$ cat config.mk
export PLATFORM = sky130hd
export DESIGN_NAME = axi_arbiter_n
export DESIGN_NICKNAME = d
export VERILOG_FILES = /design/src/rtl/axi_arbiter_n.sv
export SDC_FILE = /design/constraint.sdc
export NUM_CORES = 1
export LEC_CHECK = 0
export BUFFER_PORTS_ARGS = -buffer_cell sky130_fd_sc_hd__buf_2
export CAP_MARGIN = 20
export CORE_AREA = 4 4 190 192
export CTS_CLUSTER_DIAMETER = 50
export DETAILED_ROUTE_END_ITERATION = 16
export DIE_AREA = 0 0 194 196
export PLACE_DENSITY = 0.38
export SLEW_MARGIN = 25
export SYNTH_ARGS = -nofsm -noshare
export SYNTH_HDL_FRONTEND = slang
export SYNTH_SLANG_ARGS = --single-unit
$ cat constraint.sdc
create_clock -name clock -period 1.7 [get_ports clock]
set_input_delay 0 -clock clock [delete_from_list [all_inputs] [get_ports clock]]
set_output_delay 0 -clock clock [all_outputs]
set_load 0.01 [all_outputs]
$ cat src/rtl/axi_arbiter_n.sv
// N-channel AXI4 master arbiter, read/write granted independently per burst; ARB_ROUND_ROBIN_EN selects round-robin, else fixed priority.
// Latency: request seen in IDLE gives downstream valid next cycle; payloads muxed combinationally.
// Backpressure: ready/valid pass straight through to the granted channel only; all others see ready=0, valid=0.
module axi_arbiter_n #(
  parameter int NCH    = 2,
  parameter int ADDR_W = 32,
  parameter int DATA_W = 32,
  parameter int ID_W   = 4
) (
  input  logic                     clock,
  input  logic                     reset,
  input  logic [NCH-1:0]           in_arvalid,
  output logic [NCH-1:0]           in_arready,
  input  logic [NCH*ADDR_W-1:0]    in_araddr,
  input  logic [NCH*8-1:0]         in_arlen,
  input  logic [NCH*3-1:0]         in_arsize,
  output logic [NCH-1:0]           in_rvalid,
  input  logic [NCH-1:0]           in_rready,
  output logic [DATA_W-1:0]        in_rdata,
  output logic [1:0]               in_rresp,
  output logic                     in_rlast,
  input  logic [NCH-1:0]           in_awvalid,
  output logic [NCH-1:0]           in_awready,
  input  logic [NCH*ADDR_W-1:0]    in_awaddr,
  input  logic [NCH*8-1:0]         in_awlen,
  input  logic [NCH*3-1:0]         in_awsize,
  input  logic [NCH-1:0]           in_wvalid,
  output logic [NCH-1:0]           in_wready,
  input  logic [NCH*DATA_W-1:0]    in_wdata,
  input  logic [NCH*DATA_W/8-1:0]  in_wstrb,
  input  logic [NCH-1:0]           in_wlast,
  output logic [NCH-1:0]           in_bvalid,
  input  logic [NCH-1:0]           in_bready,
  output logic [1:0]               in_bresp,
  input  logic                     io_master_awready,
  output logic                     io_master_awvalid,
  output logic [ADDR_W-1:0]        io_master_awaddr,
  output logic [ID_W-1:0]          io_master_awid,
  output logic [7:0]               io_master_awlen,
  output logic [2:0]               io_master_awsize,
  output logic [1:0]               io_master_awburst,
  input  logic                     io_master_wready,
  output logic                     io_master_wvalid,
  output logic [DATA_W-1:0]        io_master_wdata,
  output logic [DATA_W/8-1:0]      io_master_wstrb,
  output logic                     io_master_wlast,
  output logic                     io_master_bready,
  input  logic                     io_master_bvalid,
  input  logic [1:0]               io_master_bresp,
  input  logic [ID_W-1:0]          io_master_bid,
  input  logic                     io_master_arready,
  output logic                     io_master_arvalid,
  output logic [ADDR_W-1:0]        io_master_araddr,
  output logic [ID_W-1:0]          io_master_arid,
  output logic [7:0]               io_master_arlen,
  output logic [2:0]               io_master_arsize,
  output logic [1:0]               io_master_arburst,
  output logic                     io_master_rready,
  input  logic                     io_master_rvalid,
  input  logic [1:0]               io_master_rresp,
  input  logic [DATA_W-1:0]        io_master_rdata,
  input  logic                     io_master_rlast,
  input  logic [ID_W-1:0]          io_master_rid
);
  localparam int GW = (NCH > 1) ? $clog2(NCH) : 1;
  localparam int SW = DATA_W / 8;

  typedef enum logic [1:0] {R_IDLE, R_AR, R_DATA} r_state_t;
  typedef enum logic [1:0] {W_IDLE, W_ADDR, W_RESP} w_state_t;

  r_state_t      r_state;
  w_state_t      w_state;
  logic [GW-1:0] rgnt, wgnt;
  logic          aw_done, w_done;
  logic [GW:0]   ar_pick, aw_pick;
  logic          aw_hs, w_last_hs;
  logic          unused_ids;

  // Result is {found, index}.
`ifdef ARB_ROUND_ROBIN_EN
  function automatic logic [GW:0] pick(input logic [NCH-1:0] req, input logic [GW-1:0] last);
    logic [GW:0] res;
    int idx;
    res = '0;
    for (int k = 0; k < NCH; k++) begin
      idx = (int'(last) + 1 + k) % NCH;
      if (!res[GW] && req[idx]) res = {1'b1, GW'(idx)};
    end
    return res;
  endfunction

  logic [GW-1:0] r_ptr, w_ptr;
  assign ar_pick = pick(in_arvalid, r_ptr);
  assign aw_pick = pick(in_awvalid, w_ptr);
`else
  function automatic logic [GW:0] pick(input logic [NCH-1:0] req);
    logic [GW:0] res;
    res = '0;
    for (int k = NCH - 1; k >= 0; k--)
      if (req[k]) res = {1'b1, GW'(k)};
    return res;
  endfunction

  assign ar_pick = pick(in_arvalid);
  assign aw_pick = pick(in_awvalid);
`endif

  assign aw_hs     = io_master_awvalid && io_master_awready;
  assign w_last_hs = io_master_wvalid && io_master_wready && io_master_wlast;

  always_ff @(posedge clock) begin
    if (reset) begin
      r_state           <= R_IDLE;
      rgnt              <= '0;
      io_master_arvalid <= 1'b0;
`ifdef ARB_ROUND_ROBIN_EN
      r_ptr             <= GW'(NCH - 1);
`endif
    end else begin
      case (r_state)
        R_IDLE: if (ar_pick[GW]) begin
          rgnt              <= ar_pick[GW-1:0];
          io_master_arvalid <= 1'b1;
          r_state           <= R_AR;
`ifdef ARB_ROUND_ROBIN_EN
          r_ptr             <= ar_pick[GW-1:0];
`endif
        end
        R_AR: if (io_master_arready) begin
          io_master_arvalid <= 1'b0;
          r_state           <= R_DATA;
        end
        R_DATA: if (io_master_rvalid && io_master_rready && io_master_rlast) r_state <= R_IDLE;
        default: r_state <= R_IDLE;
      endcase
    end
  end

  // AW and W are forwarded together so slaves that wait for both cannot deadlock.
  always_ff @(posedge clock) begin
    if (reset) begin
      w_state           <= W_IDLE;
      wgnt              <= '0;
      aw_done           <= 1'b0;
      w_done            <= 1'b0;
      io_master_awvalid <= 1'b0;
`ifdef ARB_ROUND_ROBIN_EN
      w_ptr             <= GW'(NCH - 1);
`endif
    end else begin
      case (w_state)
        W_IDLE: if (aw_pick[GW]) begin
          wgnt              <= aw_pick[GW-1:0];
          aw_done           <= 1'b0;
          w_done            <= 1'b0;
          io_master_awvalid <= 1'b1;
          w_state           <= W_ADDR;
`ifdef ARB_ROUND_ROBIN_EN
          w_ptr             <= aw_pick[GW-1:0];
`endif
        end
        W_ADDR: begin
          if (aw_hs) begin
            aw_done           <= 1'b1;
            io_master_awvalid <= 1'b0;
          end
          if (w_last_hs) w_done <= 1'b1;
          if ((aw_done || aw_hs) && (w_done || w_last_hs)) w_state <= W_RESP;
        end
        W_RESP: if (io_master_bvalid && io_master_bready) w_state <= W_IDLE;
        default: w_state <= W_IDLE;
      endcase
    end
  end

  always_comb begin
    in_arready       = '0;
    in_rvalid        = '0;
    io_master_rready = 1'b0;
    in_awready       = '0;
    in_wready        = '0;
    in_bvalid        = '0;
    io_master_wvalid = 1'b0;
    io_master_bready = 1'b0;
    if (r_state == R_AR) in_arready[rgnt] = io_master_arready;
    if (r_state == R_DATA) begin
      io_master_rready = in_rready[rgnt];
      in_rvalid[rgnt]  = io_master_rvalid;
    end
    if (io_master_awvalid) in_awready[wgnt] = io_master_awready;
    if (w_state == W_ADDR && !w_done) begin
      io_master_wvalid = in_wvalid[wgnt];
      in_wready[wgnt]  = io_master_wready;
    end
    if (w_state == W_RESP) begin
      io_master_bready = in_bready[wgnt];
      in_bvalid[wgnt]  = io_master_bvalid;
    end
  end

  assign io_master_araddr  = in_araddr[rgnt*ADDR_W +: ADDR_W];
  assign io_master_arlen   = in_arlen[rgnt*8 +: 8];
  assign io_master_arsize  = in_arsize[rgnt*3 +: 3];
  assign io_master_arid    = ID_W'(rgnt);
  assign io_master_arburst = 2'b01;
  assign io_master_awaddr  = in_awaddr[wgnt*ADDR_W +: ADDR_W];
  assign io_master_awlen   = in_awlen[wgnt*8 +: 8];
  assign io_master_awsize  = in_awsize[wgnt*3 +: 3];
  assign io_master_awid    = ID_W'(wgnt);
  assign io_master_awburst = 2'b01;
  assign io_master_wdata   = in_wdata[wgnt*DATA_W +: DATA_W];
  assign io_master_wstrb   = in_wstrb[wgnt*SW +: SW];
  assign io_master_wlast   = in_wlast[wgnt];

  assign in_rdata = io_master_rdata;
  assign in_rresp = io_master_rresp;
  assign in_rlast = io_master_rlast;
  assign in_bresp = io_master_bresp;

  // Responses are routed by ownership, so returned IDs carry no information here.
  assign unused_ids = ^{io_master_rid, io_master_bid};
endmodule

==> results.ini, run 1 <==
[timing]
fmaxAchievable_ghz=0.6216
period_needed_ps=1609
fin_crit_sh=0.9463
fin_skew_ps=0.9188
drv_slew=0
setup_viol=0
rsz0062_at_grt=no
finalHoldViolCount=0
whs_ps=0.003944
tns_ps=0

[critical_path]
path_depth=3
r2r-start=wgnt
crit_buf_inv=2
crit_family=flip-flops
crit_chain=clkbuf_16 -> mux2_2 -> buf_2
max_stage_delay_ps=540
setup.worst_path.class=reg -> out
worst-r2r-cell-count=4
worstSetupStartpointType=register
end_kind=primary output
regToRegSetupSlack_ps=380
crit_path_top_delay_cell=dfxtp_4
cp.arrival_ps=1610
cp.required_ps=1700
crit_fanout=28
r2r-end=w_state[1]

[worst_hold_path]
hold_end=in_rdata[18]
hold_class=in -> out
hold_start=io_master_rdata[18]
whs_path_depth=0

[power]
power_leakage_uw=0.002425
powerDensity_nw_per_um2=431.8
ir_drop_mv=0.1737

[routing]
viasPerCell=3.138
drt_iter0_drc=98
drc=0
ant_nets=0
vias=3373
wl_per_cell_um=14.34
drtPass1Iterations=4
wirelength_mm=15.42

[final_layout]
final_layout_size_suffix_gt1_frac=0.8726
seq_area_um2=205.2
syn_to_final_growth_pct=95.57
multi_input_area_um2=1792
num_antenna_cells=0
nets=929
fillers=3973
final_util=0.1397

[synthesis]
netlist_instances=263
ys_warn_count=0
syn_avg_cell_area_um2=9.339
netlist_area_um2=2456
ys_seq_elements=10
synth.distinct_cells=35
seq_area_frac_synth=0.08151

[global_routing]
grt_usage=0.07404
antenna_found_initial=1
grt_max_degree=57
grt_pass1_vias=3674
grt-ovfl-total=0
grt_pass1_wl_mm=21.55

[floorplanning]
rows=68
core_region_area_um2=34370
die_w_um=194
initial_core_util=0.07145
die-area_um2=38020
ios=495
die-height_um=196

[clocking]
cts_num_sinks=10
post_cts_buffers=0
clk_pin_slew_ps=40
cts_max_path_buffers=2
clk_latency_ps=240
numCtsBuffers=3
root_buffer=clkbuf_16
htreeDepth=1
tritoncts=built

[placed_design]
buffer_ports.inserted=404
dp.final_hpwl_mm=14.05
gp_congestion=0.7759

[run_status]
status=complete, no violations

[run]
drv_cap=0

==> logic make-up after synthesis <==
logic type | after synthesis | synth area share
muxes | 126 | 0.5782
buffers and inverters | 70 | 0.2012
and+or+nand+nor | 32 | 0.07489
AOI/OAI and AO/OA | 23 | 0.06113
DFF | 10 | 0.08151
other | 2 | 0.003058
==> power breakdown <==
group / leakage [uW] / internal, uW / switching [uW]
clock: 0.0000442 / 355 / 125
combinational: 0.00230 / 714 / 587
sequential: 0.0000835 / 253 / 39.2
total: 0.00243 / 1320 / 752
==> cells in the final DEF (no fill, tap or decap), drive strengths merged, types with 2 or more instances in the layout <==
cell type | synthesis | layout
nand3b | 2 | 2
mux2i | 2 | 2
nor2 | 7 | 7
clkbuf | 1 | 5
and3 | 4 | 4
a211oi | 3 | 3
mux2 | 124 | 124
dfxtp | 10 | 10
nand2 | 2 | 2
buf | 65 | 408
a21oi | 7 | 7
nor2b | 4 | 4
nand2b | 2 | 2
dlygate4sd3 | 0 | 2
o21ai | 5 | 5
inv | 4 | 4
nor3 | 4 | 4
conb | 2 | 10
==> metrics by stage <==
| step | worst slack (ps) | std cells | cell area, um2 | power [uW] |
|---|---|---|---|---|
| floorplan | 523.5 | 271 | 2486 | 1033 |
| global placement | 267.1 | 1068 | 4658 | 1599 |
| detailed placement | 274.8 | 1068 | 4658 | 1605 |
| CTS | 5.958 | 1074 | 4775 | 2116 |
| global route | 7.893 | 1075 | 4803 | 2231 |
| finish | 91.32 | 1075 | 4803 | 2074 |
==> per-layer routing <==
layer  share of wire  GRT usage  vias up  routed length, um
met1            0.35    0.07632     1482               5420
met3            0.11    0.02696       15               1728
met4           0.015    0.01875        2                228
met2            0.52     0.1417      269               8030
li1                -          -     1605                  -
met5         0.00071          0        -                 11
==> cells in the mapped netlist <==
master | number | area [um2]
a2111oi_0 | 1 | 8.760
a211oi_1 | 3 | 22.52
a21boi_0 | 1 | 7.510
a21oi_1 | 7 | 35.03
a31oi_1 | 1 | 6.260
a32o_1 | 1 | 10.01
and3_1 | 4 | 25.02
and3b_1 | 1 | 8.760
and4b_1 | 1 | 10.01
buf_2 | 11 | 55.05
buf_4 | 50 | 375.4
buf_6 | 4 | 45.04
clkbuf_1 | 1 | 3.750
conb_1 | 2 | 7.510
dfxtp_1 | 10 | 200.2
inv_1 | 4 | 15.01
mux2_2 | 123 | 1385
mux2_4 | 1 | 15.01
mux2i_1 | 2 | 20.02
nand2_1 | 2 | 7.510
nand2b_1 | 2 | 12.51
nand3_1 | 1 | 5.000
nand3b_1 | 2 | 15.01
nor2_1 | 7 | 26.28
nor2b_1 | 4 | 25.02
nor3_1 | 4 | 20.02
nor3b_1 | 1 | 7.510
nor4b_1 | 1 | 8.760
o21ai_0 | 5 | 25.02
o21ba_2 | 1 | 10.01
o21bai_1 | 1 | 7.510
o311a_1 | 1 | 10.01
o31ai_1 | 1 | 7.510
or2_2 | 1 | 6.260
or3_1 | 1 | 6.260
==> how the worst max path moves through the flow <==
| stage | from | end | slack (ps) |
|---|---|---|---|
| after CTS | wgnt | io_master_awlen[2] | 6 |
| after global routing | w_state[0] | in_wready[0] | 8 |
| after detailed placement | wgnt | io_master_awlen[2] | 270 |
| after global placement | wgnt | io_master_awlen[2] | 270 |
| after floorplan | wgnt | in_wready[0] | 520 |
| final | wgnt | io_master_wlast | 90 |
==> layout make-up <==
class | count | area share
Clock buffer | 4 | 0.01849
Inverter | 4 | 0.003126
Multi-Input combinational cell | 191 | 0.3730
Sequential cell | 10 | 0.04272
Tap cell | 455 | 0.1185
Timing Repair Buffer | 411 | 0.4441
==> state kept, by name, indices dropped and copies added (netlist names) <==
signal	cells
w_done	1
w_state	2
wgnt	1
io_master_arvalid	1
rgnt	1
io_master_awvalid	1
aw_done	1
r_state	2
==> timing repair <==
item	CTS	global route
gates cloned	0	1
pin swaps	0	0
endpoints found under the setup margin	1	25
hold buffers	2	0
endpoints found under the hold margin	2	0
resized for setup	1	1
==> worst reg2reg max path, stage by stage, from the launching register on <==
cell	delay, ps
dfxtp_4	540
nand3b_1	160
a21boi_0	80
buf_4	150
o311a_1	270
No activity file was read; power rests on OpenSTA's default activity.
==> run 2: changes to the inputs <==
BUFFER_PORTS_ARGS = default   (was -buffer_cell sky130_fd_sc_hd__buf_2)
CORE_AREA = 4 4 192 194   (was 4 4 190 192)
DIE_AREA = 0 0 196 198   (was 0 0 194 196)
DONT_BUFFER_PORTS = 1   (was default)
PLACE_DENSITY = default   (was 0.38)
PLACE_DENSITY_LB_ADDON = 0.3   (was default)
clock period = 2 ns   (was 1.7 ns; I/O delays follow)
==> run 2 against run 1 <==
Against the previous run: critical path depth is 1 lower; first-iteration DRC count down 61%; final cell count fell by 37%; combinational power decreased by 48%; critical path type unchanged.
==> results.ini, run 2 (synthesized netlist as in run 1, its figures left out) <==
[timing]
drv_slew=0  ; unchanged
period_needed_ps=1730
rsz0062_at_grt=no  ; unchanged
tns_ps=0  ; unchanged
fin_crit_sh=0.8649
timing.final.ws_setup_ps=270.2  ; was 91.32 ps
finalHoldViolCount=0  ; unchanged
tightest_slew_ps=584.7
fmaxAchievable_ghz=0.5781
slew_headroom=0.6072
fin_skew_ps=0.8292  ; was 0.9188 ps
setup_viol=0  ; unchanged

[final_layout]
fillers=4117  ; was 3973
fin_area_um2=2790  ; was 4803 um2
multi_input_area_um2=1792  ; unchanged
top_regs=r_state x2, w_state x2  ; unchanged
layout_commonest_cell=mux2_2  ; was buf_2
final_util=0.07921  ; was 0.1397
final_layout_size_suffix_gt1_frac=0.6193  ; was 0.8726
seq_area_um2=205.2  ; unchanged
syn_to_final_growth_pct=13.60  ; was 95.57%
layout_common_cells=mux2_2 (123), conb_1 (10), dfxtp_1 (8), nor2_1 (7), a21oi_1 (7)  ; was buf_2 (404), mux2_2 (123), conb_1 (10), dfxtp_1 (8)
nets=527  ; was 929

[power]
seqPwrFrac=0.194  ; was 0.141
ir_drop_mv=0.1596  ; was 0.1737 mV
pwr-share-clk=0.303  ; was 0.232
power_frac_comb=0.503  ; was 0.627
power_leakage_uw=0.0008131  ; was 0.002425 uW
swShare=0.4007  ; was 0.3625
p_int_uw=800.4  ; was 1322 uW
p_switching_uw=535.2  ; was 751.9 uW
powerDensity_nw_per_um2=478.7  ; was 431.8 nW/um2

[global_routing]
grt_max_degree=69  ; was 57
grt_pass1_wl_mm=18.23  ; was 21.55 mm
grt-ovfl-total=0  ; unchanged
grt_pass1_vias=2052  ; was 3674
grt_usage=0.06974  ; was 0.07404
antenna_found_initial=5  ; was 1

[clocking]
ctsHoldBuffers=6  ; was 2
tritoncts=built  ; unchanged
root_buffer=clkbuf_16  ; unchanged
ctsResizeCount=0  ; was 1
clk_latency_ps=240  ; about the same
htreeDepth=1  ; unchanged
clk_pin_slew_ps=40  ; about the same
cts_max_path_buffers=2  ; unchanged
cts_num_sinks=10  ; unchanged
numCtsBuffers=3  ; unchanged
post_cts_buffers=0  ; unchanged

[floorplanning]
core_region_area_um2=35220  ; was 34370 um2
die-height_um=198  ; was 196 um
die-area_um2=38810  ; was 38020 um2
ios=495  ; unchanged
initial_core_util=0.06973  ; was 0.07145
rows=69  ; was 68
die_w_um=196  ; was 194 um

[critical_path]
cp.required_ps=2000  ; was 1700 ps
worstSetupStartpointType=register  ; unchanged
cp.arrival_ps=1730  ; was 1610 ps
crit_fanout=68  ; was 28
end_kind=primary output  ; unchanged
setup.worst_path.class=reg -> out  ; unchanged

[routing]
drtPass1Iterations=4  ; unchanged
viasPerCell=2.868  ; was 3.138
wl_per_cell_um=22.30  ; was 14.34 um
wirelength_mm=15.19  ; was 15.42 mm
drc=0  ; unchanged
ant_nets=0  ; unchanged
drt_iter0_drc=38  ; was 98
vias=1953  ; was 3373

[placed_design]
buffer_ports.inserted=0  ; was 404
dp.final_hpwl_mm=14.15  ; was 14.05 mm
gp_congestion=0.8427  ; was 0.7759
place_area_um2=2636  ; was 4658 um2
dp_slack_ps=483.7  ; was 274.8 ps

[run]
drv_cap=0  ; unchanged

[worst_hold_path]
hold_class=in -> out  ; unchanged

[run_status]
status=complete, no violations  ; unchanged

## run 2: through the flow
stage          cells  power (uW)  hold slack (ps)
6_report         681        1336         0.004472
2_1_floorplan    271       877.6            91.77
5_1_grt          679        1415          0.02024
3_5_place_dp     669       944.7          0.06862
4_1_cts          679        1384          0.06862
3_3_place_gp     669       948.8          0.06862
## run 2: path summary, 6_finish.rpt
path	startpoint	endpoint	slack, ps	depth (start not counted)
worst min register to register	aw_done	aw_done	480	2
worst min-delay path	io_master_rdata[17]	in_rdata[17]	0.004	0
worst max register to register	wgnt	wgnt	510	3
worst max-delay path	wgnt	io_master_wdata[22]	270	2
## run 2: power groups by stage
stage | combinational, uW | clock (uW) | sequential [uW]
6_report | 672 | 405 | 259
5_1_grt | 722 | 428 | 265
4_1_cts | 701 | 422 | 262
3_5_place_dp | 679 | 0 | 266
3_3_place_gp | 684 | 0 | 265
2_1_floorplan | 645 | 0 | 233
## run 2: critical path: stages, from the launching register on
cell	delay, ps
dfxtp_4	580
buf_12	330
mux2_2	490
## run 2: final cells by class
cell class              instances  area share
inverters                       4    0.005381
diodes                          2    0.001794
repair buffers                  9     0.03856
clock buffers                   4     0.03184
well taps                     461      0.2067
flip-flops and latches         10     0.07354
multi-input cells             191      0.6422
## run 2: metal layers
metal  share of wire  GRT usage  vias to the layer above
li1                -          -                      801
met1            0.34    0.07210                      866
met3            0.12    0.02688                       17
met2            0.53     0.1306                      267
met4           0.016    0.02069                        2
met5         0.00086          0                        -
